<file path="config.mk">
export PLATFORM = sky130hd
export DESIGN_NAME = gradient_kernel_pipe
export DESIGN_NICKNAME = d
export VERILOG_FILES = /design/src/rtl/gradient_kernel_pipe.sv
export SDC_FILE = /design/constraint.sdc
export NUM_CORES = 1
export LEC_CHECK = 0
export CAP_MARGIN = 20
export CORE_MARGIN = 3
export CORE_UTILIZATION = 40
export DETAILED_ROUTE_END_ITERATION = 8
export HOLD_SLACK_MARGIN = 0.08
export PLACE_DENSITY = 0.63
export SLEW_MARGIN = 30
export SYNTH_ARGS = -nofsm -noshare
export SYNTH_HDL_FRONTEND = slang
export SYNTH_SLANG_ARGS = --single-unit
export TNS_END_PERCENT = 1
</file>
<file path="constraint.sdc">
create_clock -name clk -period 9.73 [get_ports clk]
set_input_delay 2.919 -clock clk [delete_from_list [all_inputs] [get_ports clk]]
set_output_delay 2.919 -clock clk [all_outputs]
set_load 0.02 [all_outputs]
</file>
<file path="src/rtl/gradient_kernel_pipe.sv">
// 3x3 gradient engine (Sobel / Prewitt / Scharr) with a 3-stage valid/ready pipeline,
// per-frame shadowed configuration, saturated L1 magnitude and saturation counter.
`timescale 1ns/1ps
module gradient_kernel_pipe #(
    parameter int PIXEL_WIDTH = 8,
    parameter int GRAD_WIDTH  = PIXEL_WIDTH + 5,
    parameter int CNT_WIDTH   = 20
) (
    input  logic                         clk,
    input  logic                         rst,
    input  logic                         in_valid,
    output logic                         in_ready,
    input  logic [9*PIXEL_WIDTH-1:0]     in_window,
    input  logic                         in_sof,
    input  logic                         in_eol,
    input  logic [1:0]                   cfg_mode,
    input  logic [1:0]                   cfg_shift,
    input  logic [PIXEL_WIDTH-1:0]       cfg_thresh,
    output logic                         out_valid,
    input  logic                         out_ready,
    output logic signed [GRAD_WIDTH-1:0] out_gx,
    output logic signed [GRAD_WIDTH-1:0] out_gy,
    output logic [PIXEL_WIDTH-1:0]       out_mag,
    output logic                         out_edge,
    output logic                         out_sof,
    output logic                         out_eol,
    output logic [CNT_WIDTH-1:0]         sat_count
);
    localparam int PW = PIXEL_WIDTH;
    localparam int GW = GRAD_WIDTH;
    localparam int DW = PIXEL_WIDTH + 2;

    typedef enum logic [1:0] {
        MODE_SOBEL   = 2'd0,
        MODE_PREWITT = 2'd1,
        MODE_SCHARR  = 2'd2,
        MODE_RSVD    = 2'd3
    } mode_t;

    mode_t                mode_sh;
    logic [1:0]           shift_sh;
    logic [PW-1:0]        thresh_sh;

    logic                 v1, v2;
    logic signed [DW-1:0] dx1 [3];
    logic signed [DW-1:0] dy1 [3];
    mode_t                mode1;
    logic [1:0]           shift1, shift2;
    logic [PW-1:0]        thresh1, thresh2;
    logic                 sof1, eol1, sof2, eol2;
    logic signed [GW-1:0] gx2, gy2;
    logic                 mag_sat;

    logic load1, load2, load3, accept, take_cfg;
    assign load3    = !out_valid || out_ready;
    assign load2    = !v2 || load3;
    assign load1    = !v1 || load2;
    assign in_ready = load1;
    assign accept   = in_valid && load1;
    assign take_cfg = accept && in_sof;

    // The sof beat itself already uses the freshly presented configuration.
    mode_t         mode_in;
    logic [1:0]    shift_in;
    logic [PW-1:0] thresh_in;
    assign mode_in   = take_cfg ? mode_t'(cfg_mode) : mode_sh;
    assign shift_in  = take_cfg ? cfg_shift : shift_sh;
    assign thresh_in = take_cfg ? cfg_thresh : thresh_sh;

    logic [PW-1:0] p [9];
    always_comb begin
        for (int unsigned i = 0; i < 9; i++) p[i] = in_window[i*PW +: PW];
    end

    function automatic logic signed [DW-1:0] diff(input logic [PW-1:0] a, input logic [PW-1:0] b);
        return $signed({2'b00, a}) - $signed({2'b00, b});
    endfunction

    function automatic logic signed [GW-1:0] sext(input logic signed [DW-1:0] d);
        return {{(GW-DW){d[DW-1]}}, d};
    endfunction

    function automatic logic signed [GW-1:0] weigh(input logic signed [DW-1:0] e0,
                                                   input logic signed [DW-1:0] e1,
                                                   input logic signed [DW-1:0] e2,
                                                   input mode_t m);
        logic signed [GW-1:0] outer, centre;
        outer  = sext(e0) + sext(e2);
        centre = sext(e1);
        case (m)
            MODE_PREWITT: return outer + centre;
            MODE_SCHARR:  return (outer <<< 1) + outer + (centre <<< 3) + (centre <<< 1);
            default:      return outer + (centre <<< 1);
        endcase
    endfunction

    logic signed [GW:0] gxe, gye;
    logic [GW:0]        ax, ay, sum, shifted;
    logic               sat_n;
    logic [PW-1:0]      mag_n;
    always_comb begin
        gxe     = {gx2[GW-1], gx2};
        gye     = {gy2[GW-1], gy2};
        ax      = gxe[GW] ? -gxe : gxe;
        ay      = gye[GW] ? -gye : gye;
        sum     = ax + ay;
        shifted = sum >> shift2;
        sat_n   = |shifted[GW:PW];
        mag_n   = sat_n ? '1 : shifted[PW-1:0];
    end

    always_ff @(posedge clk) begin
        if (rst) begin
            mode_sh   <= MODE_SOBEL;
            shift_sh  <= '0;
            thresh_sh <= '1;
            v1 <= 1'b0; v2 <= 1'b0; out_valid <= 1'b0;
            dx1 <= '{default: '0};
            dy1 <= '{default: '0};
            mode1 <= MODE_SOBEL; shift1 <= '0; thresh1 <= '0; sof1 <= 1'b0; eol1 <= 1'b0;
            gx2 <= '0; gy2 <= '0; shift2 <= '0; thresh2 <= '0; sof2 <= 1'b0; eol2 <= 1'b0;
            out_gx <= '0; out_gy <= '0; out_mag <= '0; out_edge <= 1'b0;
            out_sof <= 1'b0; out_eol <= 1'b0; mag_sat <= 1'b0;
            sat_count <= '0;
        end else begin
            if (take_cfg) begin
                mode_sh   <= mode_t'(cfg_mode);
                shift_sh  <= cfg_shift;
                thresh_sh <= cfg_thresh;
            end
            if (load1) begin
                v1 <= in_valid;
                if (in_valid) begin
                    dx1[0] <= diff(p[2], p[0]);
                    dx1[1] <= diff(p[5], p[3]);
                    dx1[2] <= diff(p[8], p[6]);
                    dy1[0] <= diff(p[6], p[0]);
                    dy1[1] <= diff(p[7], p[1]);
                    dy1[2] <= diff(p[8], p[2]);
                    mode1 <= mode_in; shift1 <= shift_in; thresh1 <= thresh_in;
                    sof1 <= in_sof; eol1 <= in_eol;
                end
            end
            if (load2) begin
                v2 <= v1;
                if (v1) begin
                    gx2 <= weigh(dx1[0], dx1[1], dx1[2], mode1);
                    gy2 <= weigh(dy1[0], dy1[1], dy1[2], mode1);
                    shift2 <= shift1; thresh2 <= thresh1;
                    sof2 <= sof1; eol2 <= eol1;
                end
            end
            if (load3) begin
                out_valid <= v2;
                if (v2) begin
                    out_gx <= gx2; out_gy <= gy2;
                    out_mag <= mag_n; out_edge <= (mag_n >= thresh2);
                    mag_sat <= sat_n;
                    out_sof <= sof2; out_eol <= eol2;
                end
            end
            if (out_valid && out_ready) begin
                if (out_sof)
                    sat_count <= {{(CNT_WIDTH-1){1'b0}}, mag_sat};
                else if (mag_sat && !(&sat_count))
                    sat_count <= sat_count + 1'b1;
            end
        end
    end
endmodule

</file>
# ---- Yosys cells after proc, flatten, opt, wreduce, memory -nomap -nowiden
# Index checks and enable logic that the tools add are counted.
dict set report classes {
  order_cmp 1
  n_addsub 22
  muxes 10
  n_shift 1
  n_reduce_logical 18
  n_eq_ne 2
}
# cell count
set ops {}
lappend ops {{$sub 8x8->9} 6}
lappend ops {{$pmux 13 s2} 2}
lappend ops {{$mux 20} 2}
lappend ops {{$mux 14} 2}
lappend ops {{$neg 13->14} 2}
lappend ops {{$add 12x12->13} 2}
lappend ops {{$add 13x10->13} 2}
lappend ops {{$add 11x10->12} 2}
lappend ops {{$add 10x10->11} 2}
lappend ops {{$add 10x9->11} 2}
lappend ops {{$add 20x1->20 const B} 1}
lappend ops {{$add 9x9->10} 2}
lappend ops {{$reduce_and 20->1} 1}
lappend ops {{$mux 8} 2}
lappend ops {{$add 14x14->14} 1}
lappend ops {{$shr 14x2->14} 1}
lappend ops {{$ge 8x8->1} 1}
lappend ops {{$reduce_and 2->1} 4}
lappend ops {{$reduce_or 6->1} 1}
lappend ops {{$logic_and 1x1->1} 4}
lappend ops {{$logic_not 1->1} 4}
lappend ops {{$mux 2} 2}
lappend ops {{$logic_or 1x1->1} 3}
lappend ops {{$eq 2x1->1 const B} 1}
lappend ops {{2 further kinds} 2}
dict set report word_totals {
  in_bits 90
  output_inout_bits 59
  elab_cells 85
  regBits 179
}

# ---- Depth between registers and ports, before layout
dict set report depth {
  word_depth 7
  mapped_depth 21
  ltp_nobuf 21
}

# ---- Worst setup path after synthesis
# OpenSTA, ideal clock, no wires.
dict set report synth_timing {
  path_kind {input to output}
  startpoint {input out_ready}
  endpoint {output in_ready}
  n_path_buf 1
  path_slack_ps 3358
  cell_stages 3
  t_arrival_ps 3453
  cell_sequence {nor2b_1 -> clkbuf_1 -> nand3_1}
}
dict set report synth_between {
  elab_chain_cells 3
}
# element line_no
set synth_rtl {}
lappend synth_rtl {{from (decl)} 20} ;# input logic out_ready,
lappend synth_rtl {{$logic_or 1x1->1} 55} ;# assign load3 = !out_valid || out_ready;
lappend synth_rtl {{$logic_or 1x1->1} 56} ;# assign load2 = !v2 || load3;
lappend synth_rtl {{$logic_or 1x1->1} 57} ;# assign load1 = !v1 || load2;
lappend synth_rtl {{to (decl)} 12} ;# output logic in_ready,
# Every way passes these cells.

# ---- Worst setup path in the final report
# Ends and elaborated chain as after synthesis.

==> results.toml <==
[power]
cellLeakagePower_nw = 6.983
power_density_nw_per_um2 = 165.5
peakVddDrop_mv = 0.1215

[critical_path]
cp_max_fo = 7
arrival_ns = 4.73
critical_path_class = "input port to primary output"
required_ns = 6.81
start_kind = "input port"
end_kind = "primary output"
r2r_setup_slack_ns = 4.53

[timing]
whs_ns = 0.4524
finalHoldViolations = 0
finalClockSkew_ns = 0.01203
finalCritPeriodShare_pct = 78.66
worst_slew_pin_slew_ns = 0.9347
finalSetupTns_ns = 0
slew_viol_final = 0
rsz0062_at_grt = "false"
finalSetupViolations = 0
fin_crit_ns = 7.653
slew-limit-headroom_pct = 37.69
setup_slack_ns = 2.077
max_freq_mhz = 130.7

[yosys]
ys_ff_latch = 179
syn_nets = 2060
syn_avg_cell_area_um2 = 7.951
yosys_warnings = 0
synth_edf_count = 0
netlist_area_um2 = 14060
yosys.cell_types.count = 70
synthArstFlopShare_pct = 0
synthCells = 1769
seq_area_frac_synth_pct = 25.48
synth_ff_type = "dfxtp_1"

[route]
route.detailed.drc = 0
drtPass1Iterations = 5
wl_per_cell_um = 15.39
drt-total-wl_mm = 35.91
num_vias = 12470
drt_iter0_drc = 786
via_per_inst = 5.345
drtAntennaViolNets = 0

[grt]
grt_util_met2_pct = 30.09
gr-usage-met1_pct = 27.55
grt_usage_pct = 18.94
top_usage_layer = "met2"
antenna_found_initial = 0
gr-total-overflow = 0
grt_pass1_wl_mm = 59.62
grt_max_degree = 91
grt_pass1_vias = 11810
met3_usage_pct = 2.438

[clocking]
cts_htree_levels = 4
cts-buffers-inserted = 17
post-cts-setup-buffer-count = 0
clk_pin_slew_worst_paths_ns = 0.07
postCtsResizedCells = 0
insertion_delay_ns = 0.44
cts.sinks = 179
clockBufferDepth = 2
holdBufCountCts = 0
cts_tree = "yes"
cts_root_buf = "clkbuf_16"

[place]
io_buffers = 140
gp_congestion = 0.8820
dpl.hpwl_mm = 28.06
place_ws_ns = 2.071
post-place-cells = 2301

[cells_and_area]
area_delta_synth_final_pct = 16.98
nets = 2156
num_antenna_cells = 0
finalNonFillerCells = 2333
final_common_cell = "nand2_1"
drive_gt1_share_pct = 3.727
mostFrequentLayoutCells = "nand2_1 (210), dfxtp_1 (179), inv_1 (175), ha_1 (153), clkdlybuf4s50_1 (139)"

[status]
status = "finished, final reports clean"

[floorplanning]
die_area_um2 = 37450
die_w_um = 193.5
core.rowCount = 68
core_area_um2 = 34630
io_pins = 149
die_h_um = 193.5
start_util_pct = 40.62

[min_path]
hp-class = "flip-flop to flip-flop"

[run]
maxCapViolations = 0
==> power breakdown <==
group | switching (mW) | internal, mW
Clock | 0.324 | 0.367
Combinational | 0.675 | 0.527
Sequential | 0.0524 | 0.777
==> per-layer routing <==
metal | vias up | wire [µm]
li1 | 6349 | -
met1 | 5813 | 17860
met4 | 0 | 453
met3 | 28 | 1589
met5 | - | 0
met2 | 280 | 16010
==> worst paths after layout <==
| path | start | end | depth (start not counted) |
|---|---|---|---|
| setup / recovery | out_ready | in_ready | 4 |
| hold / removal | sof2$_SDFFE_PP0P_ | out_sof$_SDFFE_PP0P_ | 2 |
| setup reg to reg | gy2[2]$_SDFFE_PP0P_ | out_edge$_SDFFE_PP0P_ | 20 |
| hold reg to reg | sof2$_SDFFE_PP0P_ | out_sof$_SDFFE_PP0P_ | 2 |
==> cells by family after synthesis <==
group | share of synthesized area [%]
multiplexers | 2.126
AND/OR/NAND/NOR | 18.77
buffers and inverters | 6.779
adder cells (fa/ha/maj) | 20.39
XOR/XNOR | 6.103
flip-flops | 25.48
AO/OA/AOI/OAI | 20.35
==> sequential cells by signal, indices dropped and copies added, names as in the netlist, 8 cells and up <==
signal,flops
out_gx,13
gy2,13
thresh_sh,8
out_mag,8
thresh2,8
thresh1,8
out_gy,13
gx2,13
dy1,27
dx1,27
sat_count,20
==> stage by stage <==
step                total power, mW  cell area, µm²  utilization [%]
floorplan                     1.748           14060                -
global placement              2.013           15860            45.79
detailed placement            2.042           15860            45.81
CTS                           2.745           16440            47.49
global route                  2.947           16450            47.51
finish                        2.723           16450            47.51
==> synth_stat cells (4+ instances only) <==
library cell  instances  share of area [%]
nand2_1             211                5.6
nand2b_1             16               0.71
a21oi_1             137                4.9
buf_1                 7               0.19
nand4_1               5               0.22
o31ai_1              17               0.91
fa_1                 47                6.7
o211ai_1             20                1.1
a211oi_1             36                1.9
o311ai_0              4               0.25
mux2_2                5               0.40
nor2b_1              29                1.3
a221oi_1             11               0.68
nand3_1              55                2.0
a221o_1               5               0.36
and3_1                7               0.31
o21a_1                9               0.48
or4_1                 8               0.43
and2_1               13               0.58
o22ai_1              13               0.58
a31oi_1              12               0.53
ha_1                154                 14
clkbuf_1             67                1.8
dfxtp_1             179                 25
inv_1               175                4.7
nor2_1              126                3.4
a21boi_0             23                1.2
nor3b_1              16               0.85
or2_2                 5               0.22
nor3_1               47                1.7
mux2i_1              22                1.6
o21ai_0              80                2.8
xnor2_1              63                3.9
xor2_1               35                2.2
or3_1                15               0.67
a32o_1                7               0.50
o41ai_1               8               0.50
a21o_1               26                1.4
o21bai_1             11               0.59
==> cell type report <==
class,instances,area [µm²]
fillers,3429,18170
multi-input cells,1337,9563
flip-flops and latches,179,3583
repair buffers,152,1489
inverters,178,668.1
well taps,455,569.3
clock buffers,18,439.2
clock inverters,14,141.4
==> critical path, stage by stage <==
cell	delay [ns]
clkdlybuf4s50_1	0.45
nor2b_1	0.48
nand3_1	0.28
clkdlybuf4s50_1	0.61
No activity file was read; power rests on OpenSTA's default activity.
